==> src/rtl/sum_pkg.sv <==
// Shared types for the summer result queue.
// One queue entry is a sum plus an error-record flag.
package sum_pkg;

    localparam int SUM_W = 16;

    typedef struct packed {
        logic             err;
        logic [SUM_W-1:0] sum;
    } result_t;

endpackage

==> src/rtl/res_fifo.sv <==
// Result storage: circular buffer with separate occupancy counter.
// A push while full is taken only when a pop frees the slot that cycle.
module res_fifo
    import sum_pkg::*;
#(
    parameter int DEPTH = 4
) (
    input  logic    clk,
    input  logic    rst,
    input  logic    push,
    input  logic    pop,
    input  result_t wdata,
    output result_t rdata,
    output logic    empty,
    output logic    full
);

    localparam int AW = (DEPTH > 1) ? $clog2(DEPTH) : 1;
    localparam logic [AW:0] FULL_CNT = (AW + 1)'(DEPTH);

    result_t       mem [DEPTH];
    logic [AW-1:0] wr_ptr;
    logic [AW-1:0] rd_ptr;
    logic [AW:0]   count;
    logic          do_push;
    logic          do_pop;

    assign empty   = (count == '0);
    assign full    = (count == FULL_CNT);
    assign do_pop  = pop && !empty;
    assign do_push = push && (!full || do_pop);
    assign rdata   = mem[rd_ptr];

    always_ff @(posedge clk) begin
        if (rst) begin
            wr_ptr <= '0;
            rd_ptr <= '0;
            count  <= '0;
        end else begin
            if (do_push)
                wr_ptr <= wr_ptr + 1'b1;
            if (do_pop)
                rd_ptr <= rd_ptr + 1'b1;
            unique case ({do_push, do_pop})
                2'b10:   count <= count + 1'b1;
                2'b01:   count <= count - 1'b1;
                default: count <= count;
            endcase
        end
    end

    // Entry storage is deliberately left out of reset.
    always_ff @(posedge clk) begin
        if (do_push)
            mem[wr_ptr] <= wdata;
    end

endmodule

==> src/rtl/sum_result_queue.sv <==
// Queues completed sums and error records from the upstream summer,
// keeping saturating per-type counts and a sticky overflow flag.
module sum_result_queue
    import sum_pkg::*;
#(
    parameter int DEPTH = 4,
    parameter int CNTW  = 8
) (
    input  logic             clk,
    input  logic             rst,
    input  logic             done,
    input  logic             err,
    input  logic [SUM_W-1:0] sum,
    input  logic             clr_stat,
    output logic             out_valid,
    input  logic             out_ready,
    output logic [SUM_W-1:0] out_sum,
    output logic             out_err,
    output logic             full,
    output logic             drop,
    output logic [CNTW-1:0]  res_cnt,
    output logic [CNTW-1:0]  err_cnt
);

    logic    err_q;
    logic    good_req;
    logic    err_req;
    logic    push_req;
    logic    pop;
    logic    accept;
    logic    empty;
    result_t wdata;
    result_t rdata;

    // done is active-low; an error edge outranks a done pulse.
    assign good_req = !done && !err;
    assign err_req  = err && !err_q;
    assign push_req = good_req || err_req;
    assign pop      = out_valid && out_ready;
    assign accept   = push_req && (!full || pop);

    always_comb begin
        wdata = '0;
        if (err_req)
            wdata.err = 1'b1;
        else
            wdata.sum = sum;
    end

    res_fifo #(
        .DEPTH(DEPTH)
    ) u_fifo (
        .clk  (clk),
        .rst  (rst),
        .push (accept),
        .pop  (pop),
        .wdata(wdata),
        .rdata(rdata),
        .empty(empty),
        .full (full)
    );

    assign out_valid = !empty;
    assign out_sum   = rdata.sum;
    assign out_err   = rdata.err;

    always_ff @(posedge clk) begin
        if (rst) begin
            err_q   <= 1'b0;
            drop    <= 1'b0;
            res_cnt <= '0;
            err_cnt <= '0;
        end else begin
            err_q <= err;
            if (clr_stat) begin
                drop    <= 1'b0;
                res_cnt <= '0;
                err_cnt <= '0;
            end else begin
                if (push_req && !accept)
                    drop <= 1'b1;
                if (accept && good_req && res_cnt != '1)
                    res_cnt <= res_cnt + 1'b1;
                if (accept && err_req && err_cnt != '1)
                    err_cnt <= err_cnt + 1'b1;
            end
        end
    end

endmodule

==> config.mk <==
export PLATFORM = sky130hd
export DESIGN_NAME = sum_result_queue
export DESIGN_NICKNAME = d
export VERILOG_FILES = /design/src/rtl/sum_pkg.sv /design/src/rtl/res_fifo.sv /design/src/rtl/sum_result_queue.sv
export SDC_FILE = /design/constraint.sdc
export NUM_CORES = 1
export LEC_CHECK = 0
export CORE_MARGIN = 2
export CORE_UTILIZATION = 28
export CTS_CLUSTER_DIAMETER = 80
export DETAILED_ROUTE_END_ITERATION = 12
export SYNTH_ARGS = -nofsm -noshare
export SYNTH_HDL_FRONTEND = slang
export SYNTH_SLANG_ARGS = --single-unit
==> constraint.sdc <==
create_clock -name clk -period 4 [get_ports clk]
set_input_delay 0.6 -clock clk [delete_from_list [all_inputs] [get_ports clk]]
set_output_delay 0.6 -clock clk [all_outputs]
set_load 0.1 [all_outputs]
==> flow_summary.yaml, run 1 <==
status:
  status: "finished clean"
clocking:
  cts_setup_buffers: 0
  cts_resized: 0
  htreeDepth: 3
  clk_path_buf_depth: 2
  hold_buffers: 0
  worstSkewPairLatency_ns: 0.34
  cts_buffers: 9
  clock_tree.root_cell: "clkbuf_16"
  clock-sinks: 95
  tritoncts: "done"
  path_clk_slew_ns: 0.08
floorplanning:
  boundaryPins: 58
  dieArea_mm2: 0.0148
  initial_core_util_pct: 28.3
  core_area_mm2: 0.0137
  rows: 43
  die_height_um: 122
  die_w_um: 122
pwr:
  p_per_area_mw_per_mm2: 689
  finalPower_mw: 3.38
  irDropWorstVdd_mv: 0.435
  p_leak_nw: 1.64
sta:
  period_share_pct: 72.7
  finalMaxSlewViolations: 0
  finalWorstPathRequiredPeriod_ns: 2.91
  fin_tns_setup_ns: 0
  grt_setup_unrepaired: "no"
  hold_viol_final: 0
  fmax_ghz: 0.344
  tightest_slew_ns: 0.975
  final-setup-viol-count: 0
  finalClockSkew_ns: 0.0104
  timing.max_slew.rel_slack_pct: 34.8
cells_and_area:
  drive_gt1_share_pct: 18.1
  final_common_cell: "edfxtp_1"
  final_nets: 346
  stdcell_count: 501
  fillerInstances: 1319
  multi_input_area_mm2: 0.00122
  syn2layout_area_growth_pct: 26.3
  final_cell_mix: "68 x edfxtp_1, 40 x clkdlybuf4s50_1, 27 x dfxtp_1, 18 x buf_4"
  regArea_mm2: 0.00258
  antenna_cells: 0
setup_path:
  crit_arrival_ns: 3.17
  worstSetupStartpointType: "input port"
  worst-r2r-cell-count: 9
  critPathKind: "input port to flop"
  cp-end-kind: "flop"
  required_ns: 4.26
  cp_max_fo: 12
drt:
  vias: 2271
  ant_nets: 0
  vias_per_cell: 4.53
  drcViolationCount: 0
  wire_per_inst_um: 14.8
  routed_wl_mm: 7.42
  dr.first_iter.drc_count: 238
  drt_first_pass_iters: 4
place:
  place.gp.congestion: 0.751
  portBuffers: 57
  dp.cells: 485
  post-dp-hpwl_mm: 4.94
yosys:
  netlist_area_mm2: 0.00388
  syn_nets: 286
  synth_largest_area_cell: "edfxtp_1"
  ys_ff_latch: 95
  yosys_warnings: 0
  synth_area_leaders: "edfxtp_1 53%, dfxtp_1 14%, mux4_2 9.9%"
  yosysSeqAreaShare_pct: 66.5
  synth_top_area_share_pct: 52.6
  syn_area_per_cell_um2: 15.2
  synthCells: 256
  synth_cell_types: 47
global_route:
  antenna_found_initial: 0
  grtUsageTotal_pct: 10.7
  grt.overflow.total: 0
  grt_pass1_vias: 2279
  grt_first_pass_wirelength_mm: 12.0
  grt_max_degree: 21
run:
  drv_cap: 0
worst_hold_path:
  min-delay-path-class: "flop to flop"
  hold_depth: 2
==> state kept, by name, summed over array words and instances (netlist names), named ones only <==
register / flops
u_fifo.mem: 68
u_fifo.count: 3
err_q: 1
u_fifo.rd_ptr: 2
drop: 1
u_fifo.wr_ptr: 2
res_cnt: 8
err_cnt: 8
==> logic make-up (layout without fill, tap and decap cells) <==
| kind of cell | after synthesis | after routing | share of synthesized area (%) |
|---|---|---|---|
| simple gates | 76 | 76 | 11.1 |
| mux | 19 | 19 | 10.4 |
| compound gates | 32 | 32 | 5.44 |
| xor+xnor | 8 | 8 | 1.80 |
| flops | 95 | 95 | 66.5 |
| fa+ha+maj | 8 | 8 | 2.77 |
| buf+inv | 18 | 83 | 2.00 |
==> critical path, cell delays in order <==
cell and delay, ns:
clkdlybuf4s50_1 0.45, or4b_4 0.59, and2_1 0.22, inv_1 0.06
ha_1 0.18, inv_1 0.07, fa_1 0.38, xor2_1 0.16
or3_1 0.31, a21oi_1 0.14
==> area by class of cell <==
| cell class | count | area share (%) |
|---|---|---|
| clock inverter | 7 | 1.66 |
| timing repair buffer | 58 | 10.9 |
| multi-input combinational | 143 | 25.0 |
| inverter | 9 | 0.688 |
| sequential | 95 | 52.6 |
| clock buffer | 9 | 4.59 |
| tap | 180 | 4.59 |
==> cell usage after synthesis (all sizes together) <==
cell     number
a21oi        13
a311oi        1
a31oi         1
a41oi         1
and2         17
and3          8
buf           4
clkbuf        5
dfxtp        27
edfxtp       68
fa            1
ha            7
inv           9
mux2i         2
mux4         17
nand2         5
nand2b        1
nand3         6
nand3b        1
nand4         2
nor2         17
nor2b         2
nor3          4
nor3b         1
nor4          1
nor4b         1
o2111ai       2
o211ai        1
o21ai         7
o311a         1
o311ai        1
o31a          1
o31ai         2
o41ai         1
or2           1
or3           6
or4           2
or4b          1
xnor2         2
xor2          6
==> power by group <==
part	total [mW]	internal (mW)	switching [mW]
Sequential	1.24	1.18	0.0557
Combinational	1.30	0.341	0.956
Clock	0.851	0.448	0.403
==> layer usage <==
layer	global-route usage (%)	vias up	share of wire, %
li1	-	1102	-
met1	13.7	1109	45
met2	17.1	52	49
met3	3.42	8	4.6
met4	3.95	0	1.5
met5	0	-	0
==> through the flow <==
step	hold slack [ns]	setup WS (ns)	util, %	cell area, um^2
2_1_floorplan	0.485	1.34	-	3880
3_3_place_gp	0.478	0.857	33.5	4600
3_5_place_dp	0.481	0.758	33.5	4600
4_1_cts	0.500	1.09	35.8	4910
5_1_grt	0.527	0.962	35.8	4910
6_report	0.487	1.09	35.8	4910
==> final timing paths <==
check                                                  start  slack (ns)                      endpoint
worst max-delay path                               out_ready        1.09  u_fifo.count[2]$_SDFFE_PP0P_
worst min-delay path                       drop$_SDFFE_PP0P_        0.49             drop$_SDFFE_PP0P_
worst max register to register  u_fifo.count[0]$_SDFFE_PP0P_        1.40  u_fifo.count[2]$_SDFFE_PP0P_
worst min register to register             drop$_SDFFE_PP0P_        0.49             drop$_SDFFE_PP0P_
Note: power is estimated with default switching activity, not from simulation.
==> run 2: changes to the inputs <==
==> constraint.sdc (replaced) <==
create_clock -name clk -period 2.6 [get_ports clk]
set_input_delay 0.39 -clock clk [delete_from_list [all_inputs] [get_ports clk]]
set_output_delay 0.39 -clock clk [all_outputs]
set_load 0.1 [all_outputs]
==> run 2 against run 1 <==
Compared with the run above: worst hold slack better by 0.019 ns; power up 67%; clock power up 59%; clock-buffer cell count up 1; utilization up 1.8 points; global-route usage up 0.057 points; sequential share of layout area down 2.6 points; first-iteration DRC count down 51%; worst setup slack worse by 0.95 ns; flip-flop and latch count unchanged.
==> flow_summary.yaml, run 2 (synthesis results as in run 1) <==
setup_path:
  max_stage_delay_ns: 0.49
  cp-startpoint: "out_ready"
  crit_slowest_cell: "or4b_4"
  r2r-start: "u_fifo.count[2]$_SDFFE_PP0P_"
  required_ns: 2.86
  path_cells: "clkdlybuf4s50_1 -> or4b_4 -> and2_1 -> inv_1 -> ha_1 -> inv_1 -> fa_1 -> xor2_1 -> or3_1 -> a21oi_1"
  crit_arrival_ns: 2.72
  critPathKind: "input port to flop"
  cp-end-kind: "flop"
  worst-r2r-cell-count: 9
  ff2ff_setup_slack_ns: 0.20
  cp_max_fo: 2
  rr_endpoint: "u_fifo.count[2]$_SDFFE_PP0P_"
  worstSetupStartpointType: "input port"
  critPathMostFrequentCell: "inv_1"
  cp-endpoint: "u_fifo.count[2]$_SDFFE_PP0P_"
cells_and_area:
  fin_area_mm2: 0.00516
  antenna_cells: 0
  final_cell_mix: "68 x edfxtp_1, 32 x buf_4, 27 x dfxtp_1, 21 x clkdlybuf4s50_1"
  post-route-util_pct: 37.6
  largest_register: "u_fifo.mem"
  largest_registers: "u_fifo.mem x68, err_cnt x8, res_cnt x8"
  final_nets: 358
  final_common_cell: "edfxtp_1"
  syn2layout_area_growth_pct: 32.8
  drive_gt1_share_pct: 26.4
  largest_register_ffs: 68
pwr:
  swShare_pct: 39.2
  power_frac_seq_pct: 33.3
  clockPowerShare_pct: 23.8
  p_sw_mw: 2.21
  p_per_area_mw_per_mm2: 1090
  p_leak_nw: 1.80
  irDropWorstVdd_mv: 0.765
  p_int_mw: 3.44
  pwr-share-comb_pct: 42.9
clocking:
  clock-sinks: 95
  cts_resized: 0
  cts_setup_buffers: 0
  tritoncts: "done"
  clk_path_buf_depth: 2
  clock_tree.root_cell: "clkbuf_16"
  hold_buffers: 0
  cts_buffers: 9
  htreeDepth: 3
  path_clk_slew_ns: 0.07
  worstSkewPairLatency_ns: 0.34
sta:
  tightest_slew_ns: 0.643
  period_share_pct: 94.5
  finalClockSkew_ns: 0.00827
  grt_setup_unrepaired: "no"
  timing.max_slew.rel_slack_pct: 56.8
  worst_slack_ns: 0.143
  finalWorstPathRequiredPeriod_ns: 2.46
  fmax_ghz: 0.407
  finalMaxSlewViolations: 0
  hold_viol_final: 0
  final-setup-viol-count: 0
place:
  post-dp-hpwl_mm: 4.82
  place.gp.congestion: 0.798
  place_area_mm2: 0.00486
  portBuffers: 57
  dp_slack_ns: -0.208
global_route:
  grtUsageTotal_pct: 10.8
  grt.overflow.total: 0
  grt_max_degree: 18
  grt_first_pass_wirelength_mm: 11.9
  antenna_found_initial: 0
  grt_pass1_vias: 2368
drt:
  vias_per_cell: 4.54
  wire_per_inst_um: 14.7
  ant_nets: 0
  routed_wl_mm: 7.52
  vias: 2327
  dr.first_iter.drc_count: 116
  drcViolationCount: 0
  drt_first_pass_iters: 4
floorplanning:
  boundaryPins: 58
  die_height_um: 122
  initial_core_util_pct: 28.3
  rows: 43
  die_w_um: 122
  core_area_mm2: 0.0137
  dieArea_mm2: 0.0148
status:
  status: "finished clean"
run:
  drv_cap: 0
worst_hold_path:
  min-delay-path-class: "flop to flop"
[run 2: cell types whose count changed in the layout (fill, tap and decap cells not counted), moves of 2 or more]
cell,delta
clkinv_8,-2
buf_4,+14
clkinvlp_4,+2
clkdlybuf4s50_1,-19
buf_12,+17
[run 2: area by class of cell]
cell class / instances / area [um^2]
clock buffer: 10 / 229
clock inverter: 6 / 73.8
fill: 1301 / 8560
inverter: 9 / 33.8
multi-input combinational: 143 / 1220
sequential: 95 / 2580
tap: 180 / 225
timing repair buffer: 70 / 791
[run 2: routing by layer]
layer  vias to the layer above  wire length [um]  track usage [%]  share of wire (%)
met4                         0               125             4.31                1.7
met5                         -                 0                0                  0
met3                        10               343             3.04                4.6
li1                       1124                 -                -                  -
met2                        45              3600             17.8                 48
met1                      1148              3450             13.4                 46
[run 2: worst max-delay path: cells and delay by family]
family	cells	cell delay, ns
buffers and inverters	3	0.53
adder cells (fa/ha/maj)	2	0.52
XOR/XNOR	1	0.16
AND/OR/NAND/NOR	3	0.95
AO/OA/AOI/OAI	1	0.15
[run 2: worst min-delay path by stage]
stage,end,slack (ns),startpoint,depth (start not counted)
2_1_floorplan,flop,0.48,u_fifo.rd_ptr[1]$_SDFFE_PP0P_,2
3_3_place_gp,drop$_SDFFE_PP0P_,0.48,drop$_SDFFE_PP0P_,2
3_5_place_dp,drop$_SDFFE_PP0P_,0.49,drop$_SDFFE_PP0P_,2
4_1_cts,err_cnt[6]$_SDFFE_PP0P_,0.50,err_cnt[6]$_SDFFE_PP0P_,2
5_1_grt,err_cnt[6]$_SDFFE_PP0P_,0.52,err_cnt[6]$_SDFFE_PP0P_,2
6_report,err_cnt[6]$_SDFFE_PP0P_,0.51,err_cnt[6]$_SDFFE_PP0P_,2
[run 2: per-stage QoR]
stage	std cells	TNS (ns)	power [mW]	hold slack (ns)
floorplan	256	0	3.54	0.485
global placement	497	-0.142	4.34	0.478
detailed placement	497	-0.208	4.37	0.488
CTS	513	0	5.71	0.500
global route	513	0	5.87	0.516
finish	513	0	5.65	0.506
[run 2: power groups by stage]
stage          Sequential, mW  Combinational, mW  Clock (mW)
6_report                 1.88               2.42        1.35
3_3_place_gp             1.91               2.43           0
5_1_grt                  1.90               2.53        1.44
4_1_cts                  1.88               2.45        1.37
2_1_floorplan            1.91               1.63           0
3_5_place_dp             1.91               2.45           0
==> run 3: changes to the inputs <==
--- a/config.mk
+++ b/config.mk
@@ -12,3 +12,4 @@
 export SYNTH_ARGS = -nofsm -noshare
 export SYNTH_HDL_FRONTEND = slang
 export SYNTH_SLANG_ARGS = --single-unit
+export TNS_END_PERCENT = 100
==> constraint.sdc (replaced) <==
create_clock -name clk -period 2.9 [get_ports clk]
set_input_delay 0.435 -clock clk [delete_from_list [all_inputs] [get_ports clk]]
set_output_delay 0.435 -clock clk [all_outputs]
set_load 0.1 [all_outputs]
==> run 3 against run 2 <==
Compared with the run above: via count shrank 0.69%; wire length fell by 2.6%; combinational power down 11%; register-to-register slack improved by 0.26 ns; largest cell class unchanged.
==> flow_summary.yaml, run 3 (synthesis results as in run 1) <==
worst_hold_path:
  min-delay-path-class: "flop to flop"
drt:
  routed_wl_mm: 7.32
  wire_per_inst_um: 14.5
  drt_first_pass_iters: 4
  vias: 2311
  ant_nets: 0
  drcViolationCount: 0
  dr.first_iter.drc_count: 126
  vias_per_cell: 4.57
pwr:
  p_per_area_mw_per_mm2: 971
  power_frac_seq_pct: 34.2
  pwr-share-comb_pct: 43.6
  p_sw_mw: 1.96
  clockPowerShare_pct: 22.2
  p_leak_nw: 1.76
  swShare_pct: 39.6
  irDropWorstVdd_mv: 0.344
  p_int_mw: 2.98
place:
  dp_slack_ns: -0.0391
  place.gp.congestion: 0.739
  post-dp-hpwl_mm: 4.87
  portBuffers: 57
cells_and_area:
  final_cell_mix: "68 x edfxtp_1, 27 x dfxtp_1, 25 x buf_4, 21 x clkdlybuf4s50_1"
  largest_register_ffs: 68
  final_nets: 351
  syn2layout_area_growth_pct: 30.9
  fillerInstances: 1268
  regArea_mm2: 0.00258
  drive_gt1_share_pct: 24.8
  multi_input_area_mm2: 0.00122
  antenna_cells: 0
  final_common_cell: "edfxtp_1"
  largest_register: "u_fifo.mem"
  post-route-util_pct: 37.1
  largest_registers: "u_fifo.mem x68, err_cnt x8, res_cnt x8"
run:
  drv_cap: 0
sta:
  timing.max_slew.rel_slack_pct: 38.7
  grt_setup_unrepaired: "no"
  fin_tns_setup_ns: 0
  tightest_slew_ns: 0.919
  final-setup-viol-count: 0
  finalMaxSlewViolations: 0
  hold_viol_final: 0
  finalWorstPathRequiredPeriod_ns: 2.58
  period_share_pct: 89.0
  fmax_ghz: 0.387
  worst_slack_ns: 0.318
  finalClockSkew_ns: 0.00692
global_route:
  grtUsageTotal_pct: 10.4
  grt_first_pass_wirelength_mm: 11.6
  grt_max_degree: 18
  antenna_found_initial: 0
  grt.overflow.total: 0
  grt_pass1_vias: 2287
floorplanning:
  die_height_um: 122
  die_w_um: 122
  rows: 43
  core_area_mm2: 0.0137
  boundaryPins: 58
  initial_core_util_pct: 28.3
  dieArea_mm2: 0.0148
clocking:
  clock_tree.root_cell: "clkbuf_16"
  hold_buffers: 0
  htreeDepth: 3
  worstSkewPairLatency_ns: 0.34
  clk_path_buf_depth: 2
  clock-sinks: 95
  cts_resized: 0
  path_clk_slew_ns: 0.07
  cts_setup_buffers: 0
  tritoncts: "done"
  cts_buffers: 9
setup_path:
  cp-end-kind: "flop"
  cp_max_fo: 3
  required_ns: 3.15
  worstSetupStartpointType: "input port"
  critPathKind: "input port to flop"
  crit_arrival_ns: 2.84
status:
  status: "finished clean"
## run 3: changes by cell type in the layout (fill, tap and decap cells not counted), sizes merged
cell | before | now
bufinv | 1 | 0
clkbuf | 10 | 9
inv | 12 | 13
buf | 49 | 42
clkinv | 0 | 2
clkinvlp | 2 | 1
## run 3: cell type report
| cell class | count | area share (%) |
|---|---|---|
| Clock buffer | 9 | 4.43 |
| Clock inverter | 7 | 1.06 |
| Inverter | 9 | 0.665 |
| Multi-Input combinational cell | 143 | 24.1 |
| Sequential cell | 95 | 50.8 |
| Tap cell | 180 | 4.43 |
| Timing Repair Buffer | 63 | 14.5 |
## run 3: path summary, 6_finish.rpt
| check | slack [ns] | endpoint | start | cells past startpoint |
|---|---|---|---|---|
| worst max-delay path | 0.32 | u_fifo.count[2]$_SDFFE_PP0P_ | out_ready | 10 |
| worst min-delay path | 0.51 | drop$_SDFFE_PP0P_ | drop$_SDFFE_PP0P_ | 2 |
| worst max register to register | 0.46 | u_fifo.count[2]$_SDFFE_PP0P_ | u_fifo.count[0]$_SDFFE_PP0P_ | 9 |
| worst min register to register | 0.51 | drop$_SDFFE_PP0P_ | drop$_SDFFE_PP0P_ | 2 |
## run 3: per-stage QoR
step           instance area [um^2]  hold slack [ns]  instances  power (mW)
6_report                       5080            0.510        506        4.93
5_1_grt                        5080            0.549        506        5.15
4_1_cts                        5080            0.511        506        5.00
3_5_place_dp                   4800            0.501        490        3.90
3_3_place_gp                   4800            0.484        490        3.88
2_1_floorplan                  3880            0.485        256        3.17
## run 3: worst max-delay path, cell delays in order
cell and delay [ns]:
clkdlybuf4s50_1 0.45, or4b_4 0.49, and2_1 0.16, inv_1 0.05, ha_1 0.18, inv_1 0.06
fa_1 0.37, xor2_1 0.15, or3_1 0.30, a21oi_1 0.16
## run 3: power groups by stage
stage	clock, mW	combinational, mW	sequential [mW]
floorplan	0	1.46	1.72
global route	1.19	2.25	1.70
finish	1.09	2.15	1.69
CTS	1.13	2.18	1.69
detailed placement	0	2.18	1.72
global placement	0	2.17	1.71
## run 3: per-layer routing
metal | up-vias | share of wire, % | global-route usage (%)
met5 | - | 0 | 0
met4 | 0 | 1.2 | 3.66
met3 | 6 | 5.1 | 3.46
met2 | 57 | 51 | 17.6
met1 | 1131 | 43 | 12.5
li1 | 1117 | - | -
==> patch 1 (settings of run 1) <==
The parameter `CNTW` goes from 8 to 16.
--- a/src/rtl/sum_result_queue.sv
+++ b/src/rtl/sum_result_queue.sv
@@ -5,5 +5,5 @@
 #(
     parameter int DEPTH = 4,
-    parameter int CNTW  = 8
+    parameter int CNTW  = 16
 ) (
     input  logic             clk,
Interface: changed (resized err_cnt and res_cnt); port bits go from 58 to 74. No check against the original RTL was run, so the function may have changed too.
==> patch 1 against run 1 <==
  * Total power grew 7.4%
  * Synthesized area grew 25%
  * Register-to-register slack gained 0.03 ns
  * Largest power group is now registers
  * Sequential cell count grew 16
  * Critical path type unchanged
  * Routed wire length grew 43%
  * Setup slack gained 0.067 ns
  * Final area grew 24%
  * Final cell count grew 34%
==> patch 1: results (changes against run 1) <==
The final standard cell count with taps included and fillers excluded is 669 (+34%). The mux contribution to synthesized area is 9.12% (-1.2 points). For the count of placed standard cells including taps, the log shows 653 (+35%).

The relative max-transition margin was 29.9% (-4.9 points); the final weighted congestion in routability-driven placement was 0.782 (+4.1%). The met3 wire length is 539 µm (+57%). The maximum net fanout on the critical path was 13 (+1); the post-synthesis compound-gate area fraction was 8.09% (+2.6 points). The final routed wire length divided by cell count is 15.8 µm (+6.9%), and the layout cell share with drive strength beyond 1 is 13.5% (-4.6 points). Proportion of synthesized chip area in sequential cells: 59.8% (-6.7 points).

The per-instance average area after synthesis is 13.2 µm² (-13%). The run gives 469 (+36%) as the net count of the finished layout. The tools report the global-route usage over all layers as 12.0% (+1.3 points). The XOR/XNOR share of the synthesized area works out to 0.902% (-0.90 points). The tools report the maximum number of pins on one net before global-route repair as 28 (+33%).

The run finished with clean final reports. The logs give 5030 µm (+39%) for the sum of met2 wire segment lengths after detailed routing and 5 (+1) for the total iterations of the first detailed-routing run. The tools report the placed cell area as 5760 µm² (+25%). The average vias per placed instance is 5.00 (+10%), and the number of buffers inserted by port buffering is 73 (+28%). In the final layout, the registers with the most flip-flops are u_fifo.mem: 68 flops, err_cnt: 16 flops, res_cnt: 16 flops. The worst slack after detailed placement is 0.794 ns (+0.0358 ns), and the met3 track utilization from global routing is 3.55% (+0.14 points). The logs give 7110 µm (+44%) for the half-perimeter wire length of the detailed placement result and 1.93 nW (+18%) for the reported leakage power. Yosys attributes the largest share of cell area to sky130_fd_sc_hd__edfxtp_1 42%, sky130_fd_sc_hd__dfxtp_1 18%, sky130_fd_sc_hd__mux4_2 7.9%. The net count of the mapped netlist is 399 (+40%). The global-route wire length before repair came out at 16900 µm (+41%).
## patch 1: cell types whose count changed after synthesis, sizes merged, moves of 8 or more
cell          run 1  this run
a21oi            13        27
dfxtp            27        43
nand2             5        15
nand4             2        10
nor4              1         9
o31ai             2        11
or4               2        12
## patch 1: kinds of logic (layout without fill, tap and decap cells)
kind of cell | Yosys count | in the layout
AOI/OAI and AO/OA | 62 | 62
adders and majority gates | 8 | 8
DFF | 111 | 111
muxes | 23 | 23
and+or+nand+nor | 133 | 133
buffers and inverters | 27 | 102
xor gates and xnor gates | 5 | 5
## patch 1: critical path, cell delays in order
cell and delay [ns]:
sky130_fd_sc_hd__clkdlybuf4s50_1 0.45, sky130_fd_sc_hd__or4b_4 0.59, sky130_fd_sc_hd__and2_1 0.21, sky130_fd_sc_hd__inv_1 0.06, sky130_fd_sc_hd__ha_1 0.16, sky130_fd_sc_hd__inv_1 0.06
sky130_fd_sc_hd__fa_1 0.37, sky130_fd_sc_hd__xor2_1 0.16, sky130_fd_sc_hd__or3_1 0.31, sky130_fd_sc_hd__a21oi_1 0.14
## patch 1: final timing paths
check                                  endpoint  slack [ns]  cells after the start
worst max-delay path            u_fifo.count[2]        1.16                     10
worst min-delay path                       drop        0.50                      2
worst min register to register             drop        0.50                      2
worst max register to register  u_fifo.count[2]        1.43                      9
## patch 1: final cells by class
cell class                 instances  area share (%)
timing repair buffer              75            11.6
inverter                          11           0.681
multi-input combinational        231            30.2
clock buffer                       9            3.71
tap                              225            4.64
clock inverter                     7            1.36
sequential                       111            47.8
## patch 1: power by group
group | switching, mW | total, mW | internal [mW]
sequential | 0.0575 | 1.40 | 1.34
combinational | 0.969 | 1.31 | 0.342
clock | 0.426 | 0.926 | 0.500
==> patch 2 (settings of run 1) <==
Made on the original files. Register the output `err_cnt` once more, without a reset; this adds one clock of latency there. The other outputs are not delayed to match.
--- a/src/rtl/sum_result_queue.sv
+++ b/src/rtl/sum_result_queue.sv
@@ -22,4 +22,6 @@
     output logic [CNTW-1:0]  err_cnt
 );
+
+    logic [CNTW-1:0] err_cnt_s0;
 
     logic    err_q;
@@ -70,5 +72,5 @@
             drop    <= 1'b0;
             res_cnt <= '0;
-            err_cnt <= '0;
+            err_cnt_s0 <= '0;
         end else begin
             err_q <= err;
@@ -76,5 +78,5 @@
                 drop    <= 1'b0;
                 res_cnt <= '0;
-                err_cnt <= '0;
+                err_cnt_s0 <= '0;
             end else begin
                 if (push_req && !accept)
@@ -82,10 +84,14 @@
                 if (accept && good_req && res_cnt != '1)
                     res_cnt <= res_cnt + 1'b1;
-                if (accept && err_req && err_cnt != '1)
-                    err_cnt <= err_cnt + 1'b1;
+                if (accept && err_req && err_cnt_s0 != '1)
+                    err_cnt_s0 <= err_cnt_s0 + 1'b1;
             end
         end
     end
 
+    always_ff @(posedge clk) begin
+        err_cnt <= err_cnt_s0;
+    end
+
 endmodule
 
Behaviour: not the same (a bounded check fails within 4 cycles, from zero or initial values and one cycle with rst high).
==> patch 2 against run 1 <==
  * Routed wire length decreased by 0.16%
  * First-iteration DRC count decreased by 31%
  * Sequential cell count increased by 8
  * Critical path type unchanged
  * Hold slack got worse by 0.10 ns
  * Utilization decreased by 0.37 points
  * Largest cell class unchanged
  * Final area increased by 3.6%
  * Sequential power increased by 6%
  * Count of clock-buffer cells in the layout unchanged
  * Synthesized cell count increased by 2.7%
  * Total power increased by 2.4%
  * Setup slack improved by 0.088 ns
  * Global-route usage decreased by 0.73 points
  * Synthesized area increased by 4.8%
==> patch 2: results (changes against run 1) <==
The maximum cell stage delay along the critical path is 0.61 ns (+0.02 ns), and the sum of met2 wire segment lengths after detailed routing is 3410 µm (-6.1%). The data arrival time at the worst-slack endpoint is 3.09 ns (-0.08 ns), and the layout cell share with drive strength beyond 1 is 19.8% (+1.7 points). The logs give 67.3% (+0.87 points) for the proportion of synthesized chip area in sequential cells and 4910 µm (-0.46%) for the half-perimeter wire length of the detailed placement result. The commonest cells after synthesis are 68 x sky130_fd_sc_hd__edfxtp_1, 35 x sky130_fd_sc_hd__dfxtp_1, 18 x sky130_fd_sc_hd__nor2_1, 17 x sky130_fd_sc_hd__and2_1, 17 x sky130_fd_sc_hd__mux4_2. Final standard cell count with taps included and fillers excluded: 512 (+2.2%). The final routed wire length divided by cell count was 14.5 µm (-2.3%); the met3 track utilization from global routing was 2.88% (-0.54 points).

The final-layout fill cell count was 1379 (+4.5%). The net count of the finished layout is 353 (+2.0%), and the worst slack on hold paths is 0.384 ns (-0.103 ns). The met2 track demand over resource in global routing was 15.2% (-1.9 points). The flip-flop and latch share of the layout cell area works out to 53.9% (+1.3 points). From synthesis to final layout, the design area changed by 24.9%.

The logs give 12000 µm (-0.23%) for the global-route wire length before repair and 1250 µm² (+2.1%) for the area used by multi-input combinational logic. For the number of vias after detailed routing, the log shows 2299 (+1.2%). Maximum net fanout on the critical path: 13 (+1). The run gives 0.617 mV (+42%) as the peak supply drop. The cell depth of the worst min-delay path was 0 (-2). The initial detailed-routing violation count is 164 (-31%), and the per-instance average area after synthesis is 15.5 µm² (+2.0%). The tools report the count of placed standard cells including taps as 496 (+2.3%). The logs give 0.00787 ns (-0.00249 ns) for the worst clock skew and 103 (+8.4%) for the number of flip-flops and latches. The run gives 1.71 nW (+4.2%) as the reported leakage power. The non-clock buffer share of cell area came out at 10.5% (-0.38 points).

The fraction of met1 tracks used by global routing was 13.1% (-0.52 points). Sorting the synthesized cells by area gives the leading types as sky130_fd_sc_hd__edfxtp_1 50%, sky130_fd_sc_hd__dfxtp_1 17%, sky130_fd_sc_hd__mux4_2 9.4%. For the setup slack of the critical path after layout, the log shows 1.18 ns (+0.0881 ns).

The tools report the startpoint of the worst register-to-register path as u_fifo.count[2]. The relative max-transition margin is 35.1% (+0.27 points). The number of unique standard cell types used by synthesis came out at 42 (-11%). The run gives 293 (+2.4%) as the net count of the mapped netlist. Clock buffer and inverter area fraction after layout: 5.76% (-0.49 points).

The worst slack after detailed placement came out at 0.820 ns (+0.0617 ns). The placed cell area is 4790 µm² (+4.2%), and the flop-to-flop setup slack is 1.46 ns (+0.06 ns). The final weighted congestion in routability-driven placement is 0.701 (-6.7%).

The wire length on met1 was 3420 µm (+2.7%); the met3 wire length was 426 µm (+24%). The flow ran to the end, and the final reports show no timing, DRC or antenna violations.
==> patch 2: changes by cell type in the layout (fill, tap and decap cells not counted), sizes merged, moves of 2 or more <==
cell / run 1 / this run
or3: 6 / 8
nand2: 5 / 8
nand4: 2 / 4
nor3: 4 / 0
and3: 8 / 6
o211ai: 1 / 3
xor2: 6 / 8
inv: 14 / 12
dfxtp: 27 / 35
==> patch 2: power by group <==
| group | internal (mW) | leakage [nW] | switching [mW] | total [mW] |
|---|---|---|---|---|
| logic | 0.344 | 0.638 | 0.957 | 1.30 |
| registers | 1.26 | 0.922 | 0.0529 | 1.31 |
| clock network | 0.440 | 0.146 | 0.410 | 0.850 |
| total | 2.04 | 1.71 | 1.42 | 3.46 |
==> patch 2: logic make-up after synthesis <==
group | count (synthesis) | share of synthesized area [%]
compound gates | 30 | 4.98
buf+inv | 17 | 1.94
xor+xnor | 10 | 2.15
flops | 103 | 67.3
mux | 19 | 9.98
fa+ha+maj | 8 | 2.64
simple gates | 76 | 11.0
